## src/rtl/hbfifo.sv

```systemverilog
// hbfifo: 2^LGDEPTH-entry FIFO with a registered output stage for hexbus
// pipelines. Upstream handshake is i_stb/o_busy, downstream is o_stb/i_busy.
// Total capacity is 2^LGDEPTH memory words plus the output register.
// o_fill reports memory occupancy and excludes the output register.
//
// Optional feature: define HBFIFO_FLUSH_EN to add the i_flush port, a
// synchronous discard of everything held. Flush takes priority over
// accept, pop and reload.
module hbfifo #(
  parameter int W       = 8,
  parameter int LGDEPTH = 2
) (
  input  logic               i_clk,
  input  logic               i_reset_n,
  input  logic               i_stb,
  input  logic [W-1:0]       i_word,
  output logic               o_busy,
  output logic               o_stb,
  output logic [W-1:0]       o_word,
  input  logic               i_busy,
  output logic [LGDEPTH:0]   o_fill
`ifdef HBFIFO_FLUSH_EN
  ,
  input  logic               i_flush
`endif
);

  localparam int DEPTH = 1 << LGDEPTH;
  localparam int PW    = LGDEPTH + 1;

  logic [W-1:0]  mem_q [DEPTH];
  logic [PW-1:0] wr_ptr_q, wr_ptr_d;
  logic [PW-1:0] rd_ptr_q, rd_ptr_d;
  logic [PW-1:0] fill_q, fill_d;
  logic          busy_q, busy_d;
  logic          stb_q, stb_d;
  logic [W-1:0]  word_q, word_d;

  logic flush;
  logic accept;
  logic out_free;
  logic mem_empty;
  logic do_write;
  logic do_reload;

`ifdef HBFIFO_FLUSH_EN
  assign flush = i_flush;
`else
  assign flush = 1'b0;
`endif

  // Handshake decode: what happens to the incoming word and the output stage.
  always_comb begin
    accept    = i_stb && !busy_q && !flush;
    out_free  = !stb_q || !i_busy;
    mem_empty = (wr_ptr_q == rd_ptr_q);
    // A word skips memory only when memory is empty and the output can take it.
    do_write  = accept && !(mem_empty && out_free);
    do_reload = out_free && !mem_empty && !flush;
  end

  // Next-state for pointers, fill level, busy flag and the output stage.
  always_comb begin
    // NOTE: every output gets a default first so no path leaves it unassigned,
    // which would otherwise infer a latch.
    wr_ptr_d = wr_ptr_q;
    rd_ptr_d = rd_ptr_q;
    fill_d   = fill_q;
    stb_d    = stb_q;
    word_d   = word_q;
    if (flush) begin
      rd_ptr_d = wr_ptr_q;
      fill_d   = '0;
      stb_d    = 1'b0;
    end else begin
      if (do_write) begin
        wr_ptr_d = wr_ptr_q + PW'(1);
      end
      if (do_reload) begin
        // Oldest memory word moves to the output; a same-edge input queues behind it.
        rd_ptr_d = rd_ptr_q + PW'(1);
        stb_d    = 1'b1;
        word_d   = mem_q[rd_ptr_q[LGDEPTH-1:0]];
      end else if (out_free) begin
        // Memory empty here: either bypass the accepted word or drain.
        stb_d = accept;
        if (accept) begin
          word_d = i_word;
        end
      end
      case ({do_write, do_reload})
        2'b10:   fill_d = fill_q + PW'(1);
        2'b01:   fill_d = fill_q - PW'(1);
        default: fill_d = fill_q;
      endcase
    end
    // Busy is registered from the next fill level, so i_busy never reaches o_busy combinationally.
    busy_d = (fill_d == PW'(DEPTH));
  end

  // Control state registers, cleared by the asynchronous reset.
  always_ff @(posedge i_clk or negedge i_reset_n) begin
    // NOTE: sequential state uses non-blocking assignments so every register
    // samples pre-edge values regardless of block ordering.
    if (!i_reset_n) begin
      wr_ptr_q <= '0;
      rd_ptr_q <= '0;
      fill_q   <= '0;
      busy_q   <= 1'b0;
      stb_q    <= 1'b0;
    end else begin
      wr_ptr_q <= wr_ptr_d;
      rd_ptr_q <= rd_ptr_d;
      fill_q   <= fill_d;
      busy_q   <= busy_d;
      stb_q    <= stb_d;
    end
  end

  // Datapath storage: memory array and output word register.
  always_ff @(posedge i_clk) begin
    // NOTE: storage is deliberately not reset; its contents are qualified by
    // the pointers and o_stb, and leaving it unreset keeps it mappable to RAM.
    if (do_write) begin
      mem_q[wr_ptr_q[LGDEPTH-1:0]] <= i_word;
    end
    word_q <= word_d;
  end

  assign o_busy = busy_q;
  assign o_stb  = stb_q;
  assign o_word = word_q;
  assign o_fill = fill_q;

endmodule

```

## config.mk

```make
export PLATFORM = sky130hd
export DESIGN_NAME = hbfifo
export DESIGN_NICKNAME = d
export VERILOG_FILES = /design/src/rtl/hbfifo.sv
export SDC_FILE = /design/constraint.sdc
export NUM_CORES = 1
export LEC_CHECK = 0
export BUFFER_PORTS_ARGS = -buffer_cell sky130_fd_sc_hd__clkbuf_2
export CAP_MARGIN = 10
export CORE_MARGIN = 10
export CORE_UTILIZATION = 51
export CTS_CLUSTER_DIAMETER = 200
export CTS_CLUSTER_SIZE = 25
export DETAILED_ROUTE_END_ITERATION = 8
export HOLD_SLACK_MARGIN = 0.15
export PLACE_DENSITY = 0.72
export SLEW_MARGIN = 25
export SYNTH_ARGS = -nofsm -noshare
export SYNTH_HDL_FRONTEND = slang
export SYNTH_SLANG_ARGS = --single-unit
```

## constraint.sdc

```tcl
create_clock -name i_clk -period 2.3 [get_ports i_clk]
set_clock_uncertainty 0.1 [all_clocks]
set_input_delay 0.46 -clock i_clk [delete_from_list [all_inputs] [get_ports i_clk]]
set_output_delay 0.46 -clock i_clk [all_outputs]
set_load 0.02 [all_outputs]
```

==> results.md, run 1 <==
- Synthesized instance count: 109
- Combinational power share: 44.6%
- Vias in the first global route: 1182
- Top_reg_cell synth: edfxtp_1
- Cells after DPL: 185
- Worst stage delay on the critical path: 0.45 ns
- Crit path DAT: 2.43 ns
- Leak: 1.008 nW
- WL/cell: 18.81 um
- Mapped cell area: 2222 um^2
- Rows: 23
- Longest Clk Path Bufs: 2
- Final worst slack: -0.007191 ns
- Grt total ovfl: 0
- Die width: 86.01 um
- Total power: 0.003783 W
- Clock Sinks: 51
- Fraction of layout cells with a size suffix above 1: 45.21%
- Vias per cell: 5.255
- # nets final: 165
- Syn Nets: 128
- Worst vdd ir: 0.9810 mV
- Setup TNS: -0.007191 ns
- Seq cells post-synth: 51
- P_sw: 0.001263 W
- Worst slew margin: 68.28%
- Critical setup path kind: register to register
- Power share of the sequential group: 40.1%
- Non-Filler Instances: 196
- Unique masters post-synth: 27
- WP buf/inv: 1
- Ports: 25
- Required time worst endpoint: 2.42 ns
- TritonCTS clock tree: yes
- Worst-Skew Late Latency: 0.29 ns
- Pins Over Slew Limit: 0
- TritonRoute pass-1 iters: 2
- RSZ-0062 raised after global routing: true
- Final setup viols: 1
- Final hold vios: 0
- Failing checks: setup timing
- Num CTS Buffers: 5
- Gp weighted congestion: 0.7461
- DP HPWL: 2.582 mm
- Initial DRC count: 65
- Die H: 86.01 um
- Vias: 1030
- Reg-to-reg slack, setup: -0.007 ns
- Largest delay share family, worst path: adder cells
- Fin Hold WS: 0.3025 ns
- Cell Pwr Density: 1456 nW/um^2
- H-tree levels: 2
- Most common cell after layout, fill and taps aside: edfxtp_1
- Avg Inst Size Synth: 20.39 um^2
- Internal Dissipation: 0.002521 W
- Slowest CP cell: dfrtp_2
- Worst hold-check path type: input port to register
- Async S/R FF share, synth: 21.57%
- Layout area overhead: 16.89%
- CP Cell Sequence: xnor2_4 > a41oi_4 > inv_2 > ha_4 > fa_2 > xnor2_2 > nor2_1 > xor2_1 > nor3b_2
- Remaining DRCs: 0
- Nature of the critical path startpoint: register
- Die ar.: 7398 um^2
- Routed wire length: 3.686 mm
- Peak Freq: 433.4 MHz
- Initial antenna violation count: 0
- Final cycle utilization of the critical path: 100.3%
- Clock Pin Slew Worst Setup and Hold Paths: 0.08 ns
- Clock network power share: 15.4%
- Element type at the critical path end: register
- Number of synthesized flops with an enable pin: 40
- Min cycle time layout: 2.307 ns
- Global-route wire length before repair: 6.072 mm
- IO buf count: 24
- Seq/Total Area, Yosys: 66.44%
- Status: complete, but fails checks
- Most frequent cells in the layout: edfxtp_1, clkbuf_2, dfrtp_1, buf_4, mux2_4
- Core area: 4115 um^2
- Root Buffer: clkbuf_8
- # diodes: 0
- CP max FO: 3
- DRT antenna net count: 0
- Least-Margin Pin Slew: 0.4758 ns
- Sw Ratio: 33.37%
- Max Cap Violations: 0
- Largest net degree at the start of global routing: 15
- Starting Density: 54.00%
- Yosys Warn Count: 0
- Gr usage total: 10.91%
## what timing repair did
item,4_1_cts,5_1_grt
hold endpoints to repair,11,0
gates resized for setup,3,4
endpoints found under the setup margin,1,2
hold buffers,1,0
pin swaps,2,5
setup buffers,2,1
## routing by layer
metal | vias up | part of all wire [%] | track usage [%]
met5 | - | 0 | 0
met4 | 0 | 0.65 | 4.940
met3 | 4 | 3.7 | 3.784
met2 | 17 | 54 | 18.39
met1 | 523 | 41 | 12.09
li1 | 486 | - | -
## Yosys cell counts (2+ instances only)
library cell  number  area, um^2
edfxtp_1          40        1201
dfrtp_1           11       275.3
mux2_4             7       105.1
ha_1               6       75.07
mux4_1             6       157.7
and2_1             4       25.02
buf_6              3       33.78
inv_1              3       11.26
mux2_2             3       33.78
xnor2_1            3       26.28
xnor2_2            3       48.80
xor2_1             3       26.28
mux4_2             2       45.04
nand2_1            2       7.510
## cell families (layout without fill, tap and decap cells)
| logic type | count (synthesis) | in the layout | synth area share [%] |
|---|---|---|---|
| compound gates | 4 | 4 | 2.646 |
| simple gates | 13 | 13 | 3.435 |
| xor+xnor | 10 | 10 | 5.800 |
| flops | 51 | 51 | 66.44 |
| mux | 18 | 18 | 15.37 |
| buf+inv | 6 | 43 | 2.027 |
| fa+ha+maj | 7 | 7 | 4.279 |
## state kept, by name (all words and copies together) (netlist names)
name      flops
wr_ptr_q      3
o_busy        1
o_word        8
mem_q        32
rd_ptr_q      3
o_fill        3
o_stb         1
## layout make-up
class	instances	area [um^2]
clock buffers	6	72.57
repair buffers	33	190.2
multi-input cells	52	750.7
fillers	299	1518
well taps	50	62.56
clock inverters	1	30.03
flip-flops and latches	51	1480
inverters	3	11.26
## power groups by stage
stage / Combinational [W] / Sequential [W] / Clock, W
finish: 0.00169 / 0.00152 / 0.000582
global route: 0.00185 / 0.00155 / 0.000645
CTS: 0.00165 / 0.00151 / 0.000600
detailed placement: 0.00158 / 0.00153 / 0
global placement: 0.00152 / 0.00151 / 0
floorplan: 0.00110 / 0.00163 / 0
## path summary, 6_finish.rpt
| check | startpoint | endpoint | cells past startpoint |
|---|---|---|---|
| setup / recovery | rd_ptr_q[1] | o_busy | 9 |
| hold / removal | i_word[1] | mem_q[0][1] | 1 |
| setup reg to reg | rd_ptr_q[1] | o_busy | 9 |
| hold reg to reg | wr_ptr_q[2] | wr_ptr_q[2] | 1 |
| max in group asynchronous | i_reset_n | wr_ptr_q[1] | 2 |
| min in group asynchronous | i_reset_n | o_busy | 2 |
## per-stage QoR
step,instance area (um^2),setup slack (ns),util (%)
final,2597,-0.007191,63.12
after global routing,2597,-0.1374,63.12
after CTS,2561,-0.01372,62.24
after detailed placement,2430,-0.08967,59.05
after global placement,2430,0.08662,59.05
after floorplan,2243,0.01426,-
No activity file was read; power rests on OpenSTA's default activity.
==> run 2: changes to the inputs <==
Settings changed: HOLD_SLACK_MARGIN 0.15 to not set, SETUP_SLACK_MARGIN set to 0.1.
==> run 2 against run 1 <==
The run now ends clean. Sequential power about the same. Largest cell class unchanged. Cell count up 1.0%. Highest routed layer unchanged. Design area is 1.1% lower. Sequential share of layout area is 0.61 points higher.
==> results.md, run 2 (synthesis results as in run 1) <==
- Status: completed
- Reg-to-reg slack, setup: 0.09 ns
- # nets final: 166
- Most common cell after layout, fill and taps aside: edfxtp_1
- Critical setup path kind: register to register
- Die width: 86.01 um
- Pins Over Slew Limit: 0
- Combinational power share: 45.0%
- Worst slew margin: 69.16%
- P_sw: 0.001261 W
- Grt total ovfl: 0
- CP max FO: 3
- Final cycle utilization of the critical path: 96.25%
- Reg2reg start: rd_ptr_q[1]
- Core area: 4115 um^2
- Remaining DRCs: 0
- Element type at the critical path end: register
- Worst stage delay on the critical path: 0.45 ns
- Rows: 23
- Endpoint, Worst Hold: mem_q[3][4]
- IO buf count: 24
- Most frequent cells in the layout: edfxtp_1, clkbuf_2, buf_4
- Ports: 25
- Nature of the critical path startpoint: register
- DP HPWL: 2.611 mm
- WHS Path Cells: 1
- Worst hold-check path type: input port to register
- Gp weighted congestion: 0.7593
- Largest delay share family, worst path: adder cells
- DRT antenna net count: 0
- Post-place instance area: 2430 um^2
- Longest Clk Path Bufs: 2
- Crit Reg-Reg Endpoint: o_busy
- TritonRoute pass-1 iters: 4
- RSZ-0062 raised after global routing: true
- Slowest CP cell: dfrtp_2
- Power share of the sequential group: 41.6%
- Fraction of layout cells with a size suffix above 1: 44.59%
- Layout area overhead: 15.65%
- Least-Margin Pin Slew: 0.4626 ns
- Min cycle time layout: 2.214 ns
- Crit path DAT: 2.33 ns
- Leak: 0.9978 nW
- Worst Reg-to-Reg Cells: 9
- Vias: 1051
- Required time worst endpoint: 2.42 ns
- Hold Crit Start: i_word[4]
- Design Area, Final: 2570 um^2
- Clock Pin Slew Worst Setup and Hold Paths: 0.09 ns
- Vias per cell: 5.308
- H-tree levels: 2
- Initial antenna violation count: 0
- Fillers: 297
- Final hold vios: 0
- Internal Dissipation: 0.002390 W
- Cell Pwr Density: 1420 nW/um^2
- Vias in the first global route: 1167
- Die H: 86.01 um
- Root Buffer: clkbuf_8
- Gr usage total: 10.79%
- Setup TNS: 0 ns
- WL/cell: 18.82 um
- Largest net degree at the start of global routing: 16
- Final Util: 62.45%
- # diodes: 0
- Final setup viols: 0
- Die ar.: 7398 um^2
- WP buf/inv: 1
- Clock network power share: 13.3%
- Final worst slack: 0.08632 ns
- Max reg flops: 32
- Sw Ratio: 34.53%
- Initial DRC count: 78
- Fin Hold WS: 0.2971 ns
- Num CTS Buffers: 5
- Worst vdd ir: 0.8361 mV
- Routed wire length: 3.727 mm
- Max Cap Violations: 0
- CP Cell Sequence: xnor2_4 > a41oi_4 > inv_1 > ha_2 > fa_2 > xnor2_1 > nor2_1 > xor2_1 > nor3b_2
- Global-route wire length before repair: 6.113 mm
- Worst-Skew Late Latency: 0.29 ns
- Peak Freq: 451.7 MHz
- Starting Density: 54.00%
- Clock Sinks: 51
- Placement Setup Slack: 0.01711 ns
- TritonCTS clock tree: yes
-- run 2: cell types whose count changed in the layout (fill, tap and decap cells not counted), sizes merged --
cell,change
clkinvlp,+1
buf,+1
bufinv,-1
clkinv,+1
-- run 2: routing by layer --
metal	routed length [um]	up-vias	GRT usage [%]	share of wire [%]
met5	0	-	0	0
met4	19	0	3.144	0.51
met3	146	2	3.879	3.9
met2	1947	19	17.38	52
met1	1614	535	13.27	43
li1	-	495	-	-
-- run 2: how the worst max path moves through the flow --
stage	depth (start not counted)	end	startpoint
after floorplan	10	o_busy	rd_ptr_q[1]
after global placement	9	o_busy	wr_ptr_q[1]
after detailed placement	9	o_busy	wr_ptr_q[1]
after CTS	9	o_busy	rd_ptr_q[1]
after global routing	9	o_busy	rd_ptr_q[1]
final	9	o_busy	rd_ptr_q[1]
-- run 2: worst register-to-register path, delay by kind of cell, from the launching register on --
family                   cells  cell delay (ns)
flip-flops                   1             0.45
buffers and inverters        1             0.07
AND/OR/NAND/NOR              2             0.29
adder cells (fa/ha/maj)      2             0.52
XOR/XNOR                     3             0.48
AO/OA/AOI/OAI                1             0.22
-- run 2: final cells by class --
| class | count | area (um^2) | area share, % |
|---|---|---|---|
| tap | 50 | 62.56 | 2.434 |
| multi-input combinational | 52 | 733.2 | 28.53 |
| timing repair buffer | 34 | 197.7 | 7.692 |
| sequential | 51 | 1480 | 57.60 |
| clock buffer | 6 | 72.57 | 2.824 |
| clock inverter | 2 | 12.51 | 0.4869 |
| inverter | 3 | 11.26 | 0.4382 |
-- run 2: what timing repair did --
item / 4_1_cts / 5_1_grt
hold buffers: 1 / 0
pin swaps: 4 / 0
setup buffers: 3 / 1
setup endpoints to repair: 1 / 2
endpoints found under the hold margin: 11 / 0
resized for setup: 4 / 0
-- run 2: power by group through the flow --
stage / registers, W / logic [W] / clock network [W]
2_1_floorplan: 0.00163 / 0.00110 / 0
3_3_place_gp: 0.00151 / 0.00152 / 0
3_5_place_dp: 0.00153 / 0.00157 / 0
4_1_cts: 0.00152 / 0.00166 / 0.000502
5_1_grt: 0.00155 / 0.00180 / 0.000550
6_report: 0.00152 / 0.00164 / 0.000487
-- run 2: per-stage QoR --
| stage | std cells | total power (W) |
|---|---|---|
| floorplan | 109 | 0.002729 |
| global placement | 185 | 0.003026 |
| detailed placement | 185 | 0.003101 |
| CTS | 197 | 0.003691 |
| global route | 198 | 0.003903 |
| finish | 198 | 0.003651 |
==> run 3: changes to the inputs <==
--- a/config.mk
+++ b/config.mk
@@ -7,2 +7,3 @@
 export LEC_CHECK = 0
+export ABC_AREA = 1
 export BUFFER_PORTS_ARGS = -buffer_cell sky130_fd_sc_hd__clkbuf_2
==> constraint.sdc (replaced) <==
create_clock -name i_clk -period 2.3 [get_ports i_clk]
set_clock_uncertainty 0.1 [all_clocks]
set_input_delay 0.23 -clock i_clk [delete_from_list [all_inputs] [get_ports i_clk]]
set_output_delay 0.23 -clock i_clk [all_outputs]
set_load 0.02 [all_outputs]
==> run 3 against run 2 <==
Combinational power about the same. Power shrank 1.9%. Synthesized area decreased by 0.90%. Cell count is 43% higher. Routed wire length up 15%. Hold slack got worse by 0.23 ns. Flip-flop and latch count unchanged. Highest routed layer unchanged. Synthesized cell count up 78%. Critical endpoint unchanged. Sequential share of layout area rose by 0.12 points. Critical path type unchanged. Maximum frequency increased by 7.3%. Largest cell class unchanged. Die area is 0.70% lower. Clock power grew 2%.
==> results.md, run 3 <==
- Max Cap Violations: 0
- Syn Nets: 213
- Area leader, netlist: edfxtp_1
- Min cycle time layout: 2.064 ns
- Peak Freq: 484.5 MHz
- Die width: 85.71 um
- Final hold vios: 0
- Worst-Skew Late Latency: 0.30 ns
- Total power: 0.003581 W
- Required time worst endpoint: 2.44 ns
- TritonCTS clock tree: yes
- # diodes: 0
- Clock Pin Slew Worst Setup and Hold Paths: 0.09 ns
- Vias: 1467
- Die ar.: 7346 um^2
- Avg Inst Size Synth: 11.35 um^2
- RSZ-0062 raised after global routing: false
- CP max FO: 5
- Ports: 25
- Grt total ovfl: 0
- Routed wire length: 4.279 mm
- Element type at the critical path end: register
- Pins Over Slew Limit: 0
- Vias in the first global route: 1481
- DP HPWL: 2.871 mm
- # nets final: 251
- WL/cell: 15.12 um
- Root Buffer: clkbuf_8
- Initial antenna violation count: 0
- Slowest CP cell: dfrtp_2
- Remaining DRCs: 0
- Seq/Total Area, Yosys: 67.05%
- Final setup viols: 0
- Worst vdd ir: 0.6200 mV
- Worst slew margin: 55.80%
- Nature of the critical path startpoint: register
- Clock Sinks: 51
- Cell Pwr Density: 1397 nW/um^2
- Async S/R FF share, synth: 21.57%
- DRT antenna net count: 0
- Most frequent cell after synthesis: nand2_1
- Critical setup path kind: register to register
- Leak: 1.100 nW
- Gr usage total: 12.09%
- WP buf/inv: 1
- IO buf count: 24
- Gp weighted congestion: 0.8465
- Final Util: 62.71%
- Fin Hold WS: 0.06302 ns
- Max reg flops: 32
- Final worst slack: 0.2361 ns
- Seq cells post-synth: 51
- Worst hold-check path type: input port to register
- Top cells by count, synth: nand2_1, edfxtp_1, nor2_1, o21ai_0, inv_1
- Mapped cell area: 2202 um^2
- Placement Setup Slack: 0.08911 ns
- Final cycle utilization of the critical path: 89.73%
- Most common cell after layout, fill and taps aside: nand2_1
- TritonRoute pass-1 iters: 4
- Synthesized instance count: 194
- Crit path DAT: 2.20 ns
- Layout area overhead: 16.36%
- Die H: 85.71 um
- Global-route wire length before repair: 7.093 mm
- Largest net degree at the start of global routing: 19
- Largest delay share family, worst path: simple AND/OR/NAND/NOR gates
- Number of synthesized flops with an enable pin: 40
- Initial DRC count: 125
- Area fraction of the dominant cell type after synthesis: 54.55%
- H-tree levels: 2
- Starting Density: 53.89%
- Fraction of layout cells with a size suffix above 1: 27.04%
- Least-Margin Pin Slew: 0.6605 ns
- Top_reg_cell synth: edfxtp_1
- Vias per cell: 5.184
- Unique masters post-synth: 21
- Status: completed
- Setup TNS: 0 ns
- Longest Clk Path Bufs: 2
- Core area: 4086 um^2
- Num CTS Buffers: 5
- Yosys Warn Count: 0
- Rows: 23
- Most frequent cells in the layout: nand2_1, edfxtp_1, clkbuf_2
- Worst stage delay on the critical path: 0.46 ns
- Top post-synthesis cells by area: edfxtp_1, dfrtp_1, nand2_1
- CP Cell Sequence: xnor2_2 > nand3_2 > nand2_2 > inv_2 > ha_2 > fa_2 > nand2_1 > nand3_2 > xnor2_2 > nand2_1 > nor2_2
==> run 3: cell types whose count changed after synthesis, sizes merged, moves of 2 or more <==
cell	previous run	this run
and2	5	0
buf	3	5
inv	3	18
mux2	10	0
mux4	8	0
nand2	3	52
nand3	1	6
nor2	1	22
o21ai	1	18
o22ai	0	8
xnor2	7	4
xor2	3	0
==> run 3: power by group <==
group	switching, W	internal, W
Clock	0.000282	0.000213
Sequential	0.000133	0.00134
Combinational	0.00102	0.000599
Total	0.00143	0.00215
==> run 3: path summary, 6_finish.rpt <==
check / startpoint / endpoint / slack (ns) / cells past startpoint
worst max-delay path: wr_ptr_q[1] / o_busy / 0.24 / 11
worst min-delay path: i_word[0] / mem_q[0][0] / 0.06 / 1
worst max register to register: wr_ptr_q[1] / o_busy / 0.24 / 11
worst min register to register: o_fill[2] / o_fill[2] / 0.42 / 1
max in group asynchronous: i_reset_n / wr_ptr_q[1] / 1.63 / 2
min in group asynchronous: i_reset_n / rd_ptr_q[2] / 0.23 / 2
==> run 3: per-layer routing <==
layer / part of all wire [%] / vias to the layer above / wire (um) / GRT usage (%)
met5: 0 / - / 0 / 0
met4: 2.2 / 0 / 92 / 5.090
met3: 4.6 / 9 / 195 / 3.500
met2: 50 / 28 / 2158 / 20.71
met1: 43 / 703 / 1832 / 13.72
li1: - / 727 / - / -
==> run 3: logic make-up after synthesis <==
| group | share of synthesized area [%] |
|---|---|
| compound gates | 6.364 |
| xor+xnor | 1.591 |
| fa+ha+maj | 4.318 |
| buf+inv | 5.170 |
| flops | 67.05 |
| simple gates | 15.51 |
==> run 3: what timing repair did <==
| item | CTS | global route |
|---|---|---|
| resized for setup | 1 | 9 |
| hold buffers | 1 | 0 |
| pin swaps | 0 | 3 |
| hold endpoints to repair | 11 | 0 |
| setup buffers | 0 | 2 |
| setup endpoints to repair | 1 | 2 |
==> run 3: metrics by stage <==
step	cell area, um^2	instances
2_1_floorplan	2207	194
3_3_place_gp	2421	272
3_5_place_dp	2421	272
4_1_cts	2524	281
5_1_grt	2562	283
6_report	2562	283
==> run 3: layout make-up <==
class                           instances  area (um^2)
Clock buffer                            6        72.57
Clock inverter                          2        12.51
Fill cell                             348         1524
Inverter                               18        70.07
Multi-Input combinational cell        119        645.6
Sequential cell                        51         1479
Tap cell                               50        62.56
Timing Repair Buffer                   37        220.2
